**src/rtl/audio_frame_rd_sched_if.sv**
```systemverilog
`default_nettype none
// ============================================================================
// Module   : audio_frame_rd_sched_if
// Brief    : FIFO read port and framed output stream bundle for the scheduler.
// Revision : 1.0 - initial release
// ============================================================================
interface audio_frame_rd_sched_if #(
    parameter int DATA_WIDTH  = 16,
    parameter int LEVEL_WIDTH = 12
);
    logic                   fifo_rd_en;
    logic [DATA_WIDTH-1:0]  fifo_rd_data;
    logic                   fifo_rd_empty;
    logic [LEVEL_WIDTH-1:0] fifo_rd_water_level;
    logic [DATA_WIDTH-1:0]  m_data;
    logic                   m_valid;
    logic                   m_ready;
    logic                   m_sop;
    logic                   m_eop;

    modport master (
        output fifo_rd_en, m_data, m_valid, m_sop, m_eop,
        input  fifo_rd_data, fifo_rd_empty, fifo_rd_water_level, m_ready
    );

    modport slave (
        input  fifo_rd_en, m_data, m_valid, m_sop, m_eop,
        output fifo_rd_data, fifo_rd_empty, fifo_rd_water_level, m_ready
    );
endinterface
`default_nettype wire

```
**src/rtl/audio_frame_rd_sched.sv**
```systemverilog
`default_nettype none
// ============================================================================
// Module   : audio_frame_rd_sched
// Brief    : Pulls whole audio frames from the async FIFO read side and streams
//            them out with sop/eop. Optional statistics: AUDIO_FRM_SCHED_STAT_EN.
// Revision : 1.0 - initial release
// ============================================================================
module audio_frame_rd_sched #(
    parameter int DATA_WIDTH  = 16,
    parameter int LEVEL_WIDTH = 12,
    parameter int FRAME_LEN   = 256,
    parameter int CNT_WIDTH   = 11
) (
    input  wire                    clk,
    input  wire                    rst_n,
    input  wire                    sched_en,
    audio_frame_rd_sched_if.master bus,
    output logic                   busy,
    output logic                   frame_done
`ifdef AUDIO_FRM_SCHED_STAT_EN
    ,
    output logic [15:0]            frame_cnt,
    output logic                   stall_flag
`endif
);
    typedef enum logic [1:0] {
        S_IDLE  = 2'd0,
        S_BURST = 2'd1,
        S_DRAIN = 2'd2
    } state_t;

    localparam logic [CNT_WIDTH-1:0]   c_frame_len  = CNT_WIDTH'(FRAME_LEN);
    localparam logic [CNT_WIDTH-1:0]   c_frame_last = CNT_WIDTH'(FRAME_LEN - 1);
    localparam logic [LEVEL_WIDTH-1:0] c_level_min  = LEVEL_WIDTH'(FRAME_LEN);

    state_t                 state_q, state_d;
    logic                   level_ok_q;
    logic [CNT_WIDTH-1:0]   issued_q, issued_d;
    logic [CNT_WIDTH-1:0]   out_cnt_q, out_cnt_d;
    logic [1:0]             occ_q, occ_d;
    logic                   inflight_q;
    logic [DATA_WIDTH-1:0]  buf0_q, buf0_d;
    logic [DATA_WIDTH-1:0]  buf1_q, buf1_d;
    logic                   frame_done_q;

    logic                   w_rd;
    logic                   w_valid;
    logic                   w_pop;
    logic                   w_last;
    logic [2:0]             w_load;

    assign w_valid = (occ_q != 2'd0);
    assign w_pop   = w_valid && bus.m_ready;
    assign w_last  = (out_cnt_q == c_frame_last);
    // Slots already committed: buffered samples plus the read still in flight.
    assign w_load  = {1'b0, occ_q} + {2'b00, inflight_q};

    always_comb begin
        state_d  = state_q;
        issued_d = issued_q;
        w_rd     = 1'b0;
        case (state_q)
            S_IDLE: begin
                issued_d = '0;
                if (level_ok_q) begin
                    state_d = S_BURST;
                end
            end
            S_BURST: begin
                w_rd = !bus.fifo_rd_empty && (issued_q < c_frame_len) &&
                       (w_load < (3'd2 + {2'b00, w_pop}));
                if (w_rd) begin
                    issued_d = issued_q + 1'b1;
                    if (issued_q == c_frame_last) begin
                        state_d = S_DRAIN;
                    end
                end
            end
            S_DRAIN: begin
                if (w_pop && w_last) begin
                    state_d = S_IDLE;
                end
            end
            default: state_d = S_IDLE;
        endcase
    end

    // buf0 is the head presented downstream; buf1 only fills behind it.
    always_comb begin
        occ_d  = occ_q;
        buf0_d = buf0_q;
        buf1_d = buf1_q;
        case ({inflight_q, w_pop})
            2'b10: begin
                if (occ_q == 2'd0) begin
                    buf0_d = bus.fifo_rd_data;
                end else begin
                    buf1_d = bus.fifo_rd_data;
                end
                occ_d = occ_q + 2'd1;
            end
            2'b01: begin
                buf0_d = buf1_q;
                occ_d  = occ_q - 2'd1;
            end
            2'b11: begin
                if (occ_q == 2'd1) begin
                    buf0_d = bus.fifo_rd_data;
                end else begin
                    buf0_d = buf1_q;
                    buf1_d = bus.fifo_rd_data;
                end
            end
            default: ;
        endcase
    end

    always_comb begin
        out_cnt_d = out_cnt_q;
        if (w_pop) begin
            out_cnt_d = w_last ? '0 : out_cnt_q + 1'b1;
        end
    end

    always_ff @(posedge clk or negedge rst_n) begin
        if (!rst_n) begin
            state_q      <= S_IDLE;
            level_ok_q   <= 1'b0;
            issued_q     <= '0;
            out_cnt_q    <= '0;
            occ_q        <= 2'd0;
            inflight_q   <= 1'b0;
            buf0_q       <= '0;
            buf1_q       <= '0;
            frame_done_q <= 1'b0;
        end else begin
            state_q      <= state_d;
            level_ok_q   <= sched_en && (bus.fifo_rd_water_level >= c_level_min);
            issued_q     <= issued_d;
            out_cnt_q    <= out_cnt_d;
            occ_q        <= occ_d;
            inflight_q   <= w_rd;
            buf0_q       <= buf0_d;
            buf1_q       <= buf1_d;
            frame_done_q <= w_pop && w_last;
        end
    end

    assign bus.fifo_rd_en = w_rd;
    assign bus.m_data     = buf0_q;
    assign bus.m_valid    = w_valid;
    assign bus.m_sop      = w_valid && (out_cnt_q == '0);
    assign bus.m_eop      = w_valid && w_last;
    assign busy           = (state_q != S_IDLE);
    assign frame_done     = frame_done_q;

`ifdef AUDIO_FRM_SCHED_STAT_EN
    logic [15:0] frame_cnt_q;
    logic        stall_flag_q;

    always_ff @(posedge clk or negedge rst_n) begin
        if (!rst_n) begin
            frame_cnt_q  <= 16'd0;
            stall_flag_q <= 1'b0;
        end else begin
            if (frame_done_q) begin
                frame_cnt_q <= frame_cnt_q + 16'd1;
            end
            if ((state_q == S_BURST) && bus.fifo_rd_empty && (issued_q < c_frame_len)) begin
                stall_flag_q <= 1'b1;
            end
        end
    end

    assign frame_cnt  = frame_cnt_q;
    assign stall_flag = stall_flag_q;
`endif
endmodule
`default_nettype wire

```
**src/flat_wrapper.sv**
```systemverilog
// flat-port wrapper written by rule: the top's interface ports become plain ports
module audio_frame_rd_sched_flat 
#(
    parameter int DATA_WIDTH  = 16,
    parameter int LEVEL_WIDTH = 12,
    parameter int FRAME_LEN   = 256,
    parameter int CNT_WIDTH   = 11
)
  (clk, rst_n, sched_en, busy, frame_done, bus_fifo_rd_en, bus_m_data, bus_m_valid, bus_m_sop, bus_m_eop, bus_fifo_rd_data, bus_fifo_rd_empty, bus_fifo_rd_water_level, bus_m_ready);
  audio_frame_rd_sched_if #(.DATA_WIDTH(DATA_WIDTH), .LEVEL_WIDTH(LEVEL_WIDTH)) bus_i ();
  input  wire clk;
  input  wire rst_n;
  input  wire sched_en;
  output logic busy;
  output logic frame_done;
  output wire logic [$bits(bus_i.fifo_rd_en)-1:0] bus_fifo_rd_en;
  output wire logic [$bits(bus_i.m_data)-1:0] bus_m_data;
  output wire logic [$bits(bus_i.m_valid)-1:0] bus_m_valid;
  output wire logic [$bits(bus_i.m_sop)-1:0] bus_m_sop;
  output wire logic [$bits(bus_i.m_eop)-1:0] bus_m_eop;
  input wire logic [$bits(bus_i.fifo_rd_data)-1:0] bus_fifo_rd_data;
  input wire logic [$bits(bus_i.fifo_rd_empty)-1:0] bus_fifo_rd_empty;
  input wire logic [$bits(bus_i.fifo_rd_water_level)-1:0] bus_fifo_rd_water_level;
  input wire logic [$bits(bus_i.m_ready)-1:0] bus_m_ready;
  assign bus_fifo_rd_en = bus_i.fifo_rd_en;
  assign bus_m_data = bus_i.m_data;
  assign bus_m_valid = bus_i.m_valid;
  assign bus_m_sop = bus_i.m_sop;
  assign bus_m_eop = bus_i.m_eop;
  assign bus_i.fifo_rd_data = bus_fifo_rd_data;
  assign bus_i.fifo_rd_empty = bus_fifo_rd_empty;
  assign bus_i.fifo_rd_water_level = bus_fifo_rd_water_level;
  assign bus_i.m_ready = bus_m_ready;
  audio_frame_rd_sched #(.DATA_WIDTH(DATA_WIDTH), .LEVEL_WIDTH(LEVEL_WIDTH), .FRAME_LEN(FRAME_LEN), .CNT_WIDTH(CNT_WIDTH)) u_core (.clk(clk), .rst_n(rst_n), .sched_en(sched_en), .bus(bus_i), .busy(busy), .frame_done(frame_done));
endmodule
```
**config.mk**
```make
export PLATFORM = sky130hd
export DESIGN_NAME = audio_frame_rd_sched_flat
export DESIGN_NICKNAME = d
export VERILOG_FILES = /design/src/rtl/audio_frame_rd_sched_if.sv /design/src/rtl/audio_frame_rd_sched.sv /design/src/flat_wrapper.sv
export SDC_FILE = /design/constraint.sdc
export NUM_CORES = 1
export LEC_CHECK = 0
export BUFFER_PORTS_ARGS = -buffer_cell sky130_fd_sc_hd__buf_2
export CORE_MARGIN = 2
export CORE_UTILIZATION = 49
export DETAILED_ROUTE_END_ITERATION = 10
export PLACE_DENSITY = 0.78
export SETUP_SLACK_MARGIN = 0.15
export SLEW_MARGIN = 20
export SYNTH_ARGS = -nofsm -noshare
export SYNTH_HDL_FRONTEND = slang
export SYNTH_SLANG_ARGS = --single-unit
```
**constraint.sdc**
```tcl
create_clock -name clk -period 2.6 [get_ports clk]
set_input_delay 0.26 -clock clk [delete_from_list [all_inputs] [get_ports clk]]
set_output_delay 0.26 -clock clk [all_outputs]
set_load 0.005 [all_outputs]
```
==> results of run 1 <==
[final timing paths]
path / from / slack [ns] / depth (start not counted) / endpoint
setup / recovery: u_core.occ_q[0]$_DFFE_PN0P_ / 0.21 / 8 / bus_fifo_rd_en
hold / removal: rst_n / -0.01 / 1 / u_core.issued_q[8]$_DFFE_PN0P_
setup reg to reg: u_core.occ_q[0]$_DFFE_PN0P_ / 0.27 / 7 / u_core.issued_q[2]$_DFFE_PN0P_
min in group clk: bus_fifo_rd_water_level[9] / 0.16 / 2 / u_core.level_ok_q$_DFF_PN0_
max in group asynchronous: rst_n / 1.86 / 2 / u_core.issued_q[3]$_DFFE_PN0P_
hold reg to reg: u_core.bus.m_data[3]$_DFFE_PN0P_ / 0.47 / 2 / u_core.bus.m_data[3]$_DFFE_PN0P_
[metal layers]
layer	vias to the layer above	track usage (%)	wire, µm
li1	1066	-	-
met1	1030	24.5	2570
met2	51	29.5	2640
met3	14	4.98	197
met4	0	8.47	131
met5	-	0	0
[flip-flops by register name (all words and copies together) (netlist names)]
signal,count
u_core.inflight_q,1
u_core.occ_q,2
u_core.out_cnt_q,11
u_core.frame_done,1
u_core.level_ok_q,1
u_core.bus.m_data,16
u_core.buf1_q,16
u_core.issued_q,11
u_core.state_q,2
[worst max-delay path, stage by stage (launching register included)]
cell and delay, ns:
dfrtp_1 0.43, buf_6 0.13, inv_1 0.06, ha_4 0.19
or3b_4 0.40, a211o_1 0.34, buf_6 0.13, inv_4 0.05
buf_6 0.08
[cell usage in the layout, fill, tap and decap left out, drive strengths merged, types with 3 or more instances in the layout]
cell type | Yosys | layout
buf | 1 | 64
dfrtp | 61 | 61
nand2 | 30 | 30
o21ai | 23 | 23
mux2 | 17 | 17
a22oi | 16 | 16
inv | 13 | 13
clkbuf | 7 | 13
xnor2 | 10 | 10
ha | 10 | 10
nor2 | 9 | 9
nand3 | 8 | 8
nor3 | 7 | 7
or3 | 4 | 4
a21oi | 4 | 4
nor4 | 3 | 3
[power breakdown]
group	leakage, nW	internal, mW	switching (mW)
registers	0.760	1.32	0.252
clock network	0.0833	0.364	0.343
logic	0.765	0.866	0.773
[cells by family after synthesis]
family / after synthesis / synth area share, %
mux: 17 / 6.81
xor+xnor: 11 / 3.43
buf+inv: 21 / 3.07
simple gates: 75 / 13.1
fa+ha+maj: 10 / 4.45
flops: 61 / 54.3
compound gates: 62 / 14.9
[timing repair]
action                                  4_1_cts  5_1_grt
resized for setup                             8        5
setup buffers                                 6        1
pin swaps                                     4        4
endpoints found under the setup margin        1        4
[synth_stat cells, types with 2 or more instances]
cell / instances / area [µm²]
o21ai_0: 22 / 110
nand3_1: 8 / 40.0
nand2b_1: 2 / 12.5
a21oi_1: 4 / 20.0
a211oi_1: 2 / 15.0
nand2_1: 30 / 113
or3_1: 4 / 25.0
nor2b_1: 2 / 12.5
nand4_1: 2 / 12.5
ha_1: 10 / 125
dfrtp_1: 61 / 1530
a31o_2: 2 / 17.5
nor2_1: 9 / 33.8
inv_1: 13 / 48.8
mux2_2: 17 / 191
xnor2_1: 10 / 87.6
a22oi_1: 16 / 120
a41oi_1: 2 / 17.5
clkbuf_1: 7 / 26.3
nor4_1: 3 / 18.8
nor3_1: 7 / 35.0
o31ai_1: 2 / 15.0
[area by class of cell]
cell class              count  area (µm²)  share of cell area, %
clock buffers              13         149                   4.28
clock inverters             2        10.0                  0.288
inverters                  13        51.3                   1.48
multi-input cells         175        1240                   35.8
flip-flops and latches     61        1530                   43.9
well taps                  72        90.1                   2.59
repair buffers             64         404                   11.6
==> metrics.yaml, run 1 <==
fillers: 458
fp.coreArea_um2: 5540
fin_util_pct: 62.8
yosysUniqueCellTypes: 44
gr-usage-all-layers_pct: 18.8
dp_slack_ns: 0.208
diodes: 0
wire_per_inst_um: 13.9
yosys_warnings: 0
total_power_mw: 3.92
cts_buffers: 9
drive_above_1_share_pct: 32.0
cp_max_fo: 8
num_rows: 27
powerDensity_nw_per_um2: 1130
root_buffer: "clkbuf_8"
dp_hpwl_mm: 3.74
finalCritPeriodShare_pct: 92.0
ant_nets: 0
finClkSkew_ns: 0.00679
required_ns: 2.34
start_kind: "flip-flop"
synth.ff_latch_count: 61
ys.flop_type: "dfrtp_1"
grt_start_max_net_pins: 35
tightest_slew_ns: 0.771
hp-class: "input port to asynchronous set/reset pin"
cts_tree: "built"
fmax_ghz: 0.418
period_minus_slack_ns: 2.39
first_pass_iters: 4
gp_congestion: 0.830
status: "finished, violations left"
dpl_cell_area_um2: 3210
synth_fp_nets: 300
maxSlewHeadroom_pct: 48.6
vias: 2161
cts_buffer_depth: 2
setup_violations: 0
violations: "negative hold slack"
viasPerCell: 5.40
drcViolationCount: 0
grt_pass1_vias: 2033
placed_cells: 378
grt_overflow: 0
hold_viol: 3
hold_buffers: 0
cp.arrival_ns: 2.13
nets: 367
leakagePower_nw: 1.61
synthCells: 257
area_growth_pct: 23.6
drv_cap: 0
die_h_um: 79.8
drt-total-wl_mm: 5.54
final_cells: 400
io_buffers: 46
path_class: "flip-flop to primary output"
syn_area_per_cell_um2: 10.9
holdWs_ns: -0.0101
cp-end-kind: "primary output"
stdcell_area_um2: 3480
initial_core_util_pct: 50.8
peakVddDrop_uv: 754
synthesis.area_um2: 2810
insertion_delay_ns: 0.33
clk_pin_slew_ns: 0.07
setup_tns_ns: 0
fin_ws_ns: 0.207
antenna_found_initial: 0
synth-seq-area-share_pct: 54.3
die_w_um: 79.8
rsz0062_at_grt: "false"
dieArea_um2: 6360
grt_pass1_wl_mm: 9.16
drt-initial-drc-count: 84
h-tree-depth: 3
cts_sinks: 61
finalMaxSlewViolations: 0
synth_edf_count: 0
ios: 55
async_flop_share_pct: 100
Note: power is estimated with default switching activity, not from simulation.
==> run 2, diff against run 1 <==
--- a/constraint.sdc
+++ b/constraint.sdc
@@ -3,2 +3,2 @@
 set_output_delay 0.26 -clock clk [all_outputs]
-set_load 0.005 [all_outputs]
+set_load 0.1 [all_outputs]
==> run 2 against run 1 <==
Net effect: the flow now finishes without violations; sequential share of layout area up 0.22 points; cell count decreased by 1.0%; clock power increased by 12%; via count is 0.65% lower; register-to-register slack worse by 0.07 ns; global-route usage increased by 1.1 points; power up 25%; cell area down 0.58%; wire length is essentially flat; die area unchanged.
==> metrics.yaml, run 2 (synthesis results as in run 1) <==
status: "finished clean"
first_pass_iters: 4  # unchanged
io_buffers: 46  # unchanged
diodes: 0  # unchanged
gp_congestion: 0.794  # -4.3%
regArea_um2: 1530  # about the same
dp_hpwl_mm: 3.80  # +1.6%
area_growth_pct: 22.9
root_buffer: "clkbuf_8"
maxSlewHeadroom_pct: 58.3  # +9.7 points
drive_above_1_share_pct: 32.4  # +0.40 points
cp-end-kind: "primary output"
setup_violations: 0  # unchanged
die_h_um: 79.8  # unchanged
ios: 55  # unchanged
cp_num_buf_inv: 2  # -3
powerDensity_nw_per_um2: 1410  # +25%
clk_pin_slew_ns: 0.06  # about the same
r2r_cells: 7  # unchanged
num_rows: 27  # unchanged
fin_util_pct: 62.4  # -0.36 points
cpMaxStageDelayCell: "or4b_4"
multi_input_area_um2: 1240  # -0.40%
leakagePower_nw: 1.59  # -1.3%
tightest_slew_ns: 0.626  # -0.145 ns
finalCritPeriodShare_pct: 93.9  # +1.9 points
drv_cap: 0  # unchanged
holdWs_ns: 0.146  # +0.156 ns
layout_commonest_cell: "dfrtp_1"
grt_pass1_vias: 2094  # +3.0%
timing.rr.end: "u_core.issued_q[5]$_DFFE_PN0P_"
hold_path.startpoint: "bus_fifo_rd_water_level[9]"
peakVddDrop_uv: 1070  # +42%
fp.coreArea_um2: 5540  # unchanged
required_ns: 2.34  # about the same
antenna_found_initial: 0  # unchanged
stdcell_area_um2: 3460  # -0.58%
cts_buffer_depth: 2  # unchanged
fmax_ghz: 0.410  # -2.0%
initial_core_util_pct: 50.8  # unchanged
cts_sinks: 61  # unchanged
dieArea_um2: 6360  # unchanged
timing.rr.start: "u_core.occ_q[0]$_DFFE_PN0P_"
vias: 2147  # -0.65%
holdPathEnd: "u_core.level_ok_q$_DFF_PN0_"
path_class: "flip-flop to primary output"
viasPerCell: 5.42  # +0.36%
cts_buffers: 9  # unchanged
hold_viol: 0  # -3
gr-usage-all-layers_pct: 19.9  # +1.1 points
crit_top_cell: "ha_2"
dpl_cell_area_um2: 3210  # about the same
period_minus_slack_ns: 2.44  # +0.0482 ns
drt-total-wl_mm: 5.54  # about the same
nets: 363  # -1.1%
path_cells: "ha_2 -> ha_2 -> or4b_4 -> a211o_1 -> clkinvlp_4 -> buf_12"
wire_per_inst_um: 14.0  # +1.0%
finalMaxSlewViolations: 0  # unchanged
insertion_delay_ns: 0.34  # about the same
drt-initial-drc-count: 106  # +26%
setup_tns_ns: 0  # unchanged
h-tree-depth: 3  # unchanged
cts_tree: "built"
grt_pass1_wl_mm: 9.54  # +4.2%
grt_overflow: 0  # unchanged
cp_max_fo: 3  # -5
max_stage_delay_ns: 0.51  # +0.08 ns
rsz0062_at_grt: "true"
fillers: 486  # +6.1%
drcViolationCount: 0  # unchanged
cp.arrival_ns: 2.18  # +0.05 ns
finClkSkew_ns: 0.00742  # +0.000633 ns
r2r_slack_ns: 0.20  # -0.07 ns
grt_start_max_net_pins: 36  # +2.9%
crit_family: "simple AND/OR/NAND/NOR gates"
ant_nets: 0  # unchanged
die_w_um: 79.8  # unchanged
worstHoldPathCells: 2
hp-class: "input port to flip-flop"
start_kind: "flip-flop"
final_cell_mix: "61 x dfrtp_1, 44 x buf_2, 30 x nand2_1"
-- run 2: cell types whose count changed in the layout (fill, tap and decap cells not counted), moves of 2 or more --
| cell | change |
|---|---|
| ha_2 | +2 |
| clkbuf_1 | -2 |
| buf_6 | -3 |
| clkinvlp_4 | +2 |
| ha_4 | -3 |
-- run 2: repair_timing --
item,in CTS,in global routing
gates resized for setup,0,10
pin swaps,1,3
setup buffers,4,1
endpoints found under the setup margin,2,36
hold buffers,1,0
hold endpoints to repair,26,0
gates cloned,0,0
-- run 2: how the worst max path moves through the flow --
stage / slack, ns / startpoint / cells past startpoint / endpoint
2_1_floorplan: 0.22 / u_core.occ_q[0]$_DFFE_PN0P_ / 10 / u_core.buf1_q[10]$_DFFE_PN0P_
3_3_place_gp: 0.25 / u_core.occ_q[0]$_DFFE_PN0P_ / 9 / u_core.buf1_q[9]$_DFFE_PN0P_
3_5_place_dp: 0.15 / u_core.occ_q[0]$_DFFE_PN0P_ / 8 / u_core.bus.m_data[10]$_DFFE_PN0P_
4_1_cts: 0.1 / u_core.occ_q[0]$_DFFE_PN0P_ / 6 / bus_fifo_rd_en
5_1_grt: 0.09 / u_core.occ_q[0]$_DFFE_PN0P_ / 6 / bus_fifo_rd_en
6_report: 0.16 / u_core.occ_q[0]$_DFFE_PN0P_ / 6 / bus_fifo_rd_en
-- run 2: worst reg2reg max path: stages, from the launching register on --
cell,delay [ns]
dfrtp_1,0.41
ha_2,0.18
ha_2,0.17
or4b_4,0.51
a211o_1,0.29
buf_4,0.15
or4_4,0.50
a21oi_2,0.13
-- run 2: metal layers --
| layer | GRT usage [%] | vias up | wire length, µm |
|---|---|---|---|
| li1 | - | 1058 | - |
| met1 | 25.5 | 1028 | 2480 |
| met2 | 30.7 | 47 | 2640 |
| met3 | 5.43 | 14 | 273 |
| met4 | 10.7 | 0 | 148 |
| met5 | 0 | - | 0 |
-- run 2: cell type report --
type | count | area share [%]
well taps | 72 | 2.61
multi-input cells | 175 | 35.9
inverters | 13 | 1.52
repair buffers | 60 | 10.6
flip-flops and latches | 61 | 44.2
clock buffers | 10 | 3.69
clock inverters | 5 | 1.52
-- run 2: report_power, final --
group	total [mW]	switching [mW]	leakage, nW	internal (mW)
sequential	1.56	0.249	0.762	1.32
clock	0.795	0.364	0.0919	0.432
combinational	2.52	1.75	0.734	0.768
-- run 2: per-stage QoR --
stage	worst slack [ns]	total power, mW	instances
after floorplan	0.216	3.53	257
after global placement	0.249	3.96	375
after detailed placement	0.152	4.03	375
after CTS	0.0956	4.88	395
after global routing	0.0866	5.19	396
final	0.159	4.88	396
